File: config.mk
export PLATFORM = sky130hd
export DESIGN_NAME = result_streamer
export DESIGN_NICKNAME = d
export VERILOG_FILES = /design/src/rtl/result_streamer.sv
export SDC_FILE = /design/constraint.sdc
export NUM_CORES = 1
export LEC_CHECK = 0
export CAP_MARGIN = 20
export CORE_ASPECT_RATIO = 1.1
export CORE_MARGIN = 2
export CORE_UTILIZATION = 47
export DETAILED_ROUTE_END_ITERATION = 8
export PLACE_DENSITY = 0.76
export SLEW_MARGIN = 20
export SYNTH_ARGS = -nofsm -noshare
export SYNTH_HDL_FRONTEND = slang
export SYNTH_SLANG_ARGS = --single-unit
File: constraint.sdc
create_clock -name clk -period 3.23 [get_ports clk]
set_input_delay 0.8075 -clock clk [delete_from_list [all_inputs] [get_ports clk]]
set_output_delay 0.8075 -clock clk [all_outputs]
set_load 0.02 [all_outputs]
File: src/rtl/result_streamer.sv
// rtl/result_streamer.sv - streams NUM_RESULTS words from output_ram through a 2-entry FIFO onto a valid/ready port
module result_streamer #(
  parameter int DATA_W      = 32,
  parameter int ADDR_W      = 8,
  parameter int NUM_RESULTS = 196,
  parameter int BASE_ADDR   = 0
) (
  input  logic              clk,
  input  logic              reset,
  input  logic              start,
  output logic              rd_en,
  output logic [ADDR_W-1:0] rd_addr,
  input  logic [DATA_W-1:0] rd_data,
  output logic [DATA_W-1:0] m_data,
  output logic              m_valid,
  input  logic              m_ready,
  output logic              m_last,
  output logic              busy
);
  localparam int CW = $clog2(NUM_RESULTS + 1);
  localparam logic [CW-1:0]     CNT_END   = CW'(NUM_RESULTS);
  localparam logic [CW-1:0]     CNT_LAST  = CW'(NUM_RESULTS - 1);
  localparam logic [ADDR_W-1:0] ADDR_BASE = ADDR_W'(BASE_ADDR);

  typedef enum logic [1:0] {S_IDLE, S_RUN, S_DRAIN} state_t;

  state_t            state_q, state_d;
  logic [CW-1:0]     issue_cnt_q, issue_cnt_d;
  logic [CW-1:0]     send_cnt_q, send_cnt_d;
  logic [ADDR_W-1:0] rd_addr_q, rd_addr_d;
  logic              inflight_q, inflight_d;
  logic [DATA_W-1:0] mem_q [2];
  logic [DATA_W-1:0] mem_d [2];
  logic              wr_ptr_q, wr_ptr_d;
  logic              rd_ptr_q, rd_ptr_d;
  logic [1:0]        count_q, count_d;
  logic [2:0]        occupancy;
  logic              start_acc, push, pop, slot_free;

  always_ff @(posedge clk) begin
    if (!reset) begin
      state_q     <= S_IDLE;
      issue_cnt_q <= '0;
      send_cnt_q  <= '0;
      rd_addr_q   <= ADDR_BASE;
      inflight_q  <= 1'b0;
      mem_q[0]    <= '0;
      mem_q[1]    <= '0;
      wr_ptr_q    <= 1'b0;
      rd_ptr_q    <= 1'b0;
      count_q     <= '0;
    end else begin
      state_q     <= state_d;
      issue_cnt_q <= issue_cnt_d;
      send_cnt_q  <= send_cnt_d;
      rd_addr_q   <= rd_addr_d;
      inflight_q  <= inflight_d;
      mem_q       <= mem_d;
      wr_ptr_q    <= wr_ptr_d;
      rd_ptr_q    <= rd_ptr_d;
      count_q     <= count_d;
    end
  end

  assign m_valid   = (count_q != 2'd0);
  assign m_data    = mem_q[rd_ptr_q];
  assign m_last    = m_valid && (send_cnt_q == CNT_LAST);
  assign rd_addr   = rd_addr_q;
  assign pop       = m_valid && m_ready;
  assign push      = inflight_q;
  assign start_acc = start && (state_q == S_IDLE);

  // A word leaving this cycle frees its slot, which is what sustains one beat per cycle.
  assign occupancy = {1'b0, count_q} + {2'b00, inflight_q} - {2'b00, pop};
  assign slot_free = (occupancy < 3'd2);

  always_comb begin
    state_d = state_q;
    case (state_q)
      S_IDLE:  if (start) state_d = S_RUN;
      S_RUN:   if (rd_en && (issue_cnt_q == CNT_LAST)) state_d = S_DRAIN;
      S_DRAIN: if (pop && m_last) state_d = S_IDLE;
      default: state_d = S_IDLE;
    endcase
  end

  always_comb begin
    rd_en = (state_q == S_RUN) && slot_free && (issue_cnt_q != CNT_END);
    busy  = (state_q != S_IDLE);
  end

  always_comb begin
    issue_cnt_d = issue_cnt_q;
    send_cnt_d  = send_cnt_q;
    rd_addr_d   = rd_addr_q;
    inflight_d  = rd_en;
    mem_d       = mem_q;
    wr_ptr_d    = wr_ptr_q;
    rd_ptr_d    = rd_ptr_q;
    count_d     = count_q;
    if (start_acc) begin
      issue_cnt_d = '0;
      send_cnt_d  = '0;
      rd_addr_d   = ADDR_BASE;
    end
    // The address stops on the final read so it never presents one past the frame.
    if (rd_en) begin
      issue_cnt_d = issue_cnt_q + CW'(1);
      if (issue_cnt_q != CNT_LAST) rd_addr_d = rd_addr_q + ADDR_W'(1);
    end
    if (push) begin
      mem_d[wr_ptr_q] = rd_data;
      wr_ptr_d        = ~wr_ptr_q;
    end
    if (pop) begin
      rd_ptr_d   = ~rd_ptr_q;
      send_cnt_d = send_cnt_q + CW'(1);
    end
    case ({push, pop})
      2'b10:   count_d = count_q + 2'd1;
      2'b01:   count_d = count_q - 2'd1;
      default: count_d = count_q;
    endcase
  end
endmodule

# Word-level counts from Yosys, hierarchy flattened
# Index checks and enable logic that the tools add are counted.
[op_classes]
order_cmp = 4
n_addsub = 7
reduce_logical = 15
n_eq_ne = 11
muxes = 17
bitwise_logic = 4
[op_table]
columns = ["cell", "n"]
rows = [
  ["32-bit 2-to-1 mux", 4],
  ["64-bit bitwise mux", 1],
  ["8-bit 2-to-1 mux", 6],
  ["32-bit demux with 1-bit select", 1],
  ["8-bit by 1-bit adder with 8-bit output (second input constant)", 3],
  ["8-bit equality test (second input constant)", 2],
  ["8-bit != test (second input constant)", 2],
  ["2-bit nonzero test", 5],
  ["1-bit logical AND", 8],
  ["2-bit 2-to-1 mux", 3],
  ["2-bit != test (second input constant)", 3],
  ["2-bit case mux with 3 select lines", 1],
  ["2-bit by 1-bit equality test with 1-bit output (second input constant)", 2],
  ["2-bit equality test (second input constant)", 2],
  ["2-bit greater-or-equal comparator (second input constant)", 2],
  ["1-bit NOT with 2-bit output", 2],
  ["2-bit case mux with 2 select lines", 1],
  ["2-bit by 1-bit adder with 3-bit output", 1],
  ["3-bit by 2-bit less-than comparator with 1-bit output (second input constant)", 1],
  ["3-bit AND reduction", 1],
  ["3-bit by 1-bit subtractor with 3-bit output", 1],
  ["2-bit by 1-bit adder with 2-bit output (second input constant)", 1],
  ["2-bit zero test", 1],
  ["2-bit by 1-bit less-than comparator with 1-bit output (second input constant)", 1],
  ["other kinds (2)", 3],
]
[word_totals]
in_bits = 36
ff_bits = 95
elab_cells = 68

# Longest topological paths before layout
# Gate-level depths: netlist of run 1.
[depth]
ltp_word = 9
mapped_depth = 11

# Worst setup path after synthesis of run 1
# OpenSTA, ideal clock, no wires.
[synth_path]
path_kind = "input-to-output"
start = "in m_ready"
end = "out rd_en"
slack_ns = -0.271
stages = 9
arrival_time_ns = 2.694
path_cell_list = "o21ai_1 > o21bai_1 > nand2_1 > fa_1 > xnor2_2 > nand4b_2 > buf_2 > buf_2 > nor2_1"
[synth_between]
elab_chain_len = 5
[synth_rtl]
columns = ["element", "line_no", "text"]
rows = [
  ["start, declared", "16", "input logic m_ready,"],
  ["1-bit logical AND", "69", "assign pop = m_valid && m_ready;"],
  ["3-bit by 1-bit subtractor with 3-bit output", "74", "assign occupancy = {1'b0, count_q} + {2'b00, inflight_q} - {2'b00, pop};"],
  ["3-bit by 2-bit less-than comparator with 1-bit output", "75", "assign slot_free = (occupancy < 3'd2);"],
  ["1-bit logical AND (2 in a row)", "88", "rd_en = (state_q == S_RUN) && slot_free && (issue_cnt_q != CNT_END);"],
  ["end, declared", "11", "output logic rd_en,"],
]
# Every way passes these cells.

# Worst setup path in the final report of run 1
# Ends and elaborated chain as after synthesis.

==> results_dict.tcl, run 1 <==
set metrics [dict create \
    status "completed" \
    dp.cells 688 \
    crit_buf_inv 2 \
    cts.clk_slew.worst_paths_ns 0.09 \
    fin_crit_sh 0.983 \
    drtAntennaViolNets 0 \
    vias 3929 \
    drtIter0Drc 167 \
    synthArstFlopShare 0 \
    htree_levels 3 \
    grt_max_degree 45 \
    cts_tree "yes" \
    cp_top_family "simple AND/OR/NAND/NOR gates" \
    vias_per_cell 5.55 \
    max_stage_delay_ns 0.39 \
    drive_above_1_share 0.155 \
    synth.top_cell.area_share 0.442 \
    r2r-end "issue_cnt_q[4]$_SDFFE_PN0P_" \
    powerDensity_mw_per_mm2 419 \
    wire_per_inst_microns 14.9 \
    cp.arrival_ns 2.37 \
    vdd_drop_max_mv 0.216 \
    area_growth_pct 27.2 \
    synth.top_cells.by_area "dfxtp_1 (44%), nand2_1 (12%), a21oi_1 (9.0%)" \
    cts-root-buf "clkbuf_8" \
    cp_cell_sequence "clkdlybuf4s15_2, nor2b_2, o21bai_4, nand2_2, fa_2, xnor2_4, nand4b_4, nor2_4, buf_6" \
    fin_nets 630 \
    seq_area_frac_synth 0.442 \
    grt_pass1_wl_mm 17.7 \
    placementRows 36 \
    synthDistinctLibCells 53 \
    post-place-ws_ns -0.777 \
    die_h_microns 104 \
    slew_headroom 0.487 \
    grt_use_met3 0.0384 \
    skew_ns 0.0120 \
    cap_violations 0 \
    synthesis.nets 560 \
    cts_max_path_buffers 2 \
    wl_mm 10.6 \
    synth_edf_count 0 \
    grt_pass1_vias 3926 \
    grt.met1_usage 0.271 \
    finalCriticalPeriod_ns 3.18 \
    antenna_found_initial 0 \
    synthFlopType "dfxtp_1" \
    tightest_slew_ns 0.768 \
    yosysTopAreaCell "dfxtp_1" \
    die_area_sq_mm 0.00993 \
    antenna_cells 0 \
    fin_cells 708 \
    timing.fmax_ghz 0.315 \
    final_util 0.616 \
    p_total_w 0.00229 \
    critPathCaptureType "output port" \
    total_leakage_power_nw 1.87 \
    pin_count 80 \
    coreArea_sq_mm 0.00887 \
    clock-sinks 95 \
    synth_area_per_cell_sq_um 8.28 \
    track_usage 0.217 \
    worstSetupStartpointType "input port" \
    setup_viol 0 \
    hpwl_mm 6.88 \
    hold_path_class "reg -> reg" \
    r2r_slack_ns 0.69 \
    tns_ns 0 \
    holdPathStages 2 \
    crit_fanout 3 \
    place_congestion 0.837 \
    syn_inst 519 \
    fillers 778 \
    cpMaxStageDelayCell "fa_2" \
    clock_latency_ns 0.37 \
    grt.overflow.total 0 \
    cts_buffers 9 \
    drc 0 \
    ys_ff_latch 95 \
    rr_startpoint "count_q[0]$_SDFFE_PN0P_" \
    yosysWarnings 0 \
    r2r_cells 9 \
    io_buffers 79 \
    synth_area_sq_mm 0.00430 \
    critical_path_class "in -> out" \
    top_usage_layer "met2" \
    grt_use_met2 0.363 \
    hold_start "mem_q[8]$_SDFFE_PN0P_" \
    critPathRequiredTime_ns 2.42 \
    initial_core_util 0.484 \
    layout_setup_ws_ns 0.0534 \
    fp.dieW_microns 95.2 \
    hold_viol 0 \
    whs_endpoint "mem_q[8]$_SDFFE_PN0P_" \
    slew_viol_final 0 \
    first_pass_iters 4 \
]
-- flip-flops by register name, summed over array words and instances, names as in the netlist --
register and count:
mem_q 64, issue_cnt_q 8, rd_addr 8, send_cnt_q 8, count_q 2, state_q 2, inflight_q 1, rd_ptr_q 1
wr_ptr_q 1
-- routing by layer --
layer / up-vias / wire length [microns]
met4: 0 / 177
met1: 1891 / 4540
met3: 16 / 478
li1: 1931 / -
met5: - / 0
met2: 91 / 5380
-- kinds of logic (layout without fill, tap and decap cells) --
| kind of cell | after synthesis | in the layout | synth area share |
|---|---|---|---|
| XOR/XNOR | 3 | 3 | 0.00786 |
| flip-flops | 95 | 95 | 0.442 |
| buffers and inverters | 44 | 119 | 0.0445 |
| multiplexers | 37 | 37 | 0.0969 |
| adder cells (fa/ha/maj) | 5 | 5 | 0.0163 |
| AND/OR/NAND/NOR | 222 | 222 | 0.242 |
| AO/OA/AOI/OAI | 113 | 113 | 0.150 |
-- synth_stat cells (all sizes together) (2+ instances only) --
library cell  count
a21oi            77
a311oi            4
a31oi             7
and2              2
and3              4
and4b             2
buf               7
clkbuf           33
dfxtp            95
ha                4
inv               3
mux2             34
mux2i             3
nand2           141
nand2b            6
nand3            13
nand3b            2
nand4             5
nor2             14
nor2b             2
nor3              6
nor3b             2
nor4              3
o211ai            7
o21a              3
o21ai             7
or2               4
or3               5
or4               5
xnor2             3
-- stage by stage --
step | hold WS [ns] | instance area [sq um]
2_1_floorplan | 0.433 | 4320
3_3_place_gp | 0.438 | 5230
3_5_place_dp | 0.443 | 5230
4_1_cts | 0.456 | 5460
5_1_grt | 0.476 | 5470
6_report | 0.457 | 5470
-- tightest hold or removal path, cell delays in order, from the launching register on --
cell     delay (ns)
dfxtp_1        0.32
nand2_1        0.05
a21oi_1        0.05
-- how the worst max path moves through the flow --
stage          startpoint  endpoint  cells past startpoint
2_1_floorplan     m_ready     rd_en                      9
3_3_place_gp      m_ready     rd_en                      9
6_report          m_ready     rd_en                      9
4_1_cts           m_ready     rd_en                      9
3_5_place_dp      m_ready     rd_en                      9
5_1_grt           m_ready     rd_en                      9
-- what timing repair did --
item                       CTS  global route
buffers inserted             4             0
hold buffers                 0             0
pin swaps                    6             1
gates resized for setup     12             2
setup endpoints to repair    1             1
-- area by class of cell --
class                      instances  area (sq um)  area share
multi-input combinational        380          2260       0.413
sequential                        95          1900       0.348
timing repair buffer              99           972       0.178
tap                              114           143      0.0261
clock buffer                       9           124      0.0226
clock inverter                     7          56.3      0.0103
inverter                           4          15.0     0.00274
-- layout by cell type, fill, tap and decap left out, drive strengths merged, types with 2 or more instances in the layout --
cell and count:
o211ai 7, a21oi 77, inv 6, or3 5, clkinv 2, or4 5
nand2b 6, o21ai 7, and3 4, ha 4, xnor2 3, or2 4
nand4 5, clkdlybuf4s50 77, nand3b 2, nor2b 2, nand3 13, mux2 34
mux2i 3, and4b 2, nor2 14, and2 2, nor4 3, o21a 3
a311oi 4, nor3 6, a31oi 7, dfxtp 95, nand2 141, buf 21
nor3b 2, clkbuf 9, clkinvlp 3
-- power breakdown --
group          total, W  switching [W]  internal (W)  leakage (nW)
registers       0.00122      0.0000227       0.00120         0.769
clock network  0.000730       0.000442      0.000288        0.0838
logic          0.000335       0.000174      0.000161          1.01
total           0.00229       0.000639       0.00165          1.87
No activity file was read; power rests on OpenSTA's default activity.
==> run 2: changes to the inputs <==
- SETUP_SLACK_MARGIN: unset -> 0.02
==> run 2 against run 1 <==
  * Clock skew decreased by 0.0018 ns
  * Register-to-register slack got worse by 0.34 ns
  * Design area decreased by 0.21%
  * Largest power group unchanged
  * Highest routed layer unchanged
==> results_dict.tcl, run 2 (synthesis results as in run 1) <==
set metrics [dict create \
    critPathCaptureType "output port" \
    place_congestion 0.865 \
    cp.arrival_ns 2.26 \
    cts-root-buf "clkbuf_8" \
    grt_max_degree 38 \
    skew_ns 0.0102 \
    p_clk_frac 0.342 \
    drtIter0Drc 196 \
    final_util 0.615 \
    ctsHoldBuffers 0 \
    fin_cells 706 \
    holdPathStages 2 \
    top_register "mem_q" \
    htree_levels 3 \
    antenna_found_initial 0 \
    cts.clk_slew.worst_paths_ns 0.09 \
    first_pass_iters 4 \
    io_buffers 79 \
    largest_reg_flops 64 \
    clock_latency_ns 0.36 \
    fin_crit_sh 0.949 \
    p_total_w 0.00237 \
    r2r_slack_ns 0.35 \
    grt_pass1_vias 3809 \
    placementRows 36 \
    hpwl_mm 6.74 \
    wire_per_inst_microns 14.6 \
    powerDensity_mw_per_mm2 434 \
    critical_path_class "reg -> out" \
    total_leakage_power_nw 1.87 \
    tightest_slew_ns 0.709 \
    final_common_cell "nand2_1" \
    die_h_microns 104 \
    initial_core_util 0.484 \
    die_area_sq_mm 0.00993 \
    crit_buf_inv 1 \
    coreArea_sq_mm 0.00887 \
    setup_viol 0 \
    wl_mm 10.3 \
    critPathRequiredTime_ns 2.42 \
    mostFrequentLayoutCells "nand2_1 (140), dfxtp_1 (95), a21oi_1 (77), clkdlybuf4s50_1 (77), mux2_2 (33)" \
    drive_above_1_share 0.150 \
    comb_power_share 0.141 \
    grt_pass1_wl_mm 17.3 \
    crit_fanout 7 \
    vias_per_cell 5.51 \
    slew_viol_final 0 \
    hold_path_class "reg -> reg" \
    p_sw_frac 0.268 \
    intPower_w 0.00173 \
    hold_viol 0 \
    cts_tree "yes" \
    pin_count 80 \
    fin_nets 628 \
    cts_buffers 9 \
    dp.cells 686 \
    slew_headroom 0.527 \
    finalCriticalPeriod_ns 3.07 \
    drc 0 \
    post-place-ws_ns -0.775 \
    vdd_drop_max_mv 0.272 \
    power_frac_seq 0.517 \
    antenna_cells 0 \
    cp_top_family "simple AND/OR/NAND/NOR gates" \
    worstSetupStartpointType "register" \
    track_usage 0.213 \
    hold_slack_ns 0.455 \
    cap_violations 0 \
    area_growth_pct 27.0 \
    drtAntennaViolNets 0 \
    grt.overflow.total 0 \
    timing.fmax_ghz 0.326 \
    p_switching_w 0.000634 \
    vias 3892 \
    cts_max_path_buffers 2 \
    worst-path-stages 8 \
    cpMaxStageDelayCell "dfxtp_1" \
    clock-sinks 95 \
    status "completed" \
    layout_setup_ws_ns 0.165 \
    max_stage_delay_ns 0.50 \
    cp_cell_sequence "nor2b_2, o21bai_4, nand2_2, fa_2, xnor2_4, nand4b_4, nor2_4, buf_6" \
    r2r_cells 10 \
    fp.dieW_microns 95.2 \
]
-- run 2: cell count changes in the layout (fill, tap and decap cells not counted), sizes merged --
cell	change
inv	+2
clkinv	-2
clkbuf	+1
clkdlybuf4s15	-1
buf	-1
clkinvlp	-2
bufinv	+1
-- run 2: final cells by class --
type / count / area, sq um
fill: 758 / 3410
multi-input combinational: 380 / 2260
sequential: 95 / 1900
timing repair buffer: 97 / 938
tap: 114 / 143
clock buffer: 10 / 128
clock inverter: 6 / 75.1
inverter: 4 / 15.0
-- run 2: worst reg2reg max path, delay by kind of cell (launching register included) --
family          cells  cell delay [ns]
compound gates      2             0.45
simple gates        4             0.86
fa+ha+maj           1             0.38
xor+xnor            1             0.21
buf+inv             2             0.37
flops               1             0.50
-- run 2: power groups by stage --
stage	sequential, W	combinational, W	clock, W
6_report	0.00122	0.000333	0.000810
5_1_grt	0.00123	0.000358	0.000884
4_1_cts	0.00122	0.000329	0.000824
3_5_place_dp	0.00125	0.000321	0
3_3_place_gp	0.00125	0.000316	0
2_1_floorplan	0.00125	0.000184	0
-- run 2: through the flow --
step	cell area (sq um)	TNS [ns]
floorplan	4330	0
global placement	5200	-2.31
detailed placement	5200	-3.20
CTS	5440	0
global route	5460	-0.00490
finish	5460	0
-- run 2: path summary, 6_finish.rpt --
| check | start | end |
|---|---|---|
| setup / recovery | count_q[0]$_SDFFE_PN0P_ | rd_en |
| hold / removal | mem_q[63]$_SDFFE_PN0P_ | mem_q[63]$_SDFFE_PN0P_ |
| setup reg to reg | count_q[0]$_SDFFE_PN0P_ | issue_cnt_q[7]$_SDFFE_PN0P_ |
| hold reg to reg | mem_q[63]$_SDFFE_PN0P_ | mem_q[63]$_SDFFE_PN0P_ |
-- run 2: repair_timing --
action                                  4_1_cts  5_1_grt
pin swaps                                     6        4
endpoints found under the setup margin        1        1
gates cloned                                  0        0
setup buffers                                 2        2
endpoints found under the hold margin         0        0
resized for setup                            13        2
-- run 2: per-layer routing --
layer	share of wire	vias to the layer above	GRT usage	wire length (microns)
li1	-	1927	-	-
met4	0.016	0	0.0735	167
met2	0.48	94	0.348	4990
met5	0	-	0	0
met1	0.45	1856	0.270	4650
met3	0.051	15	0.0514	531
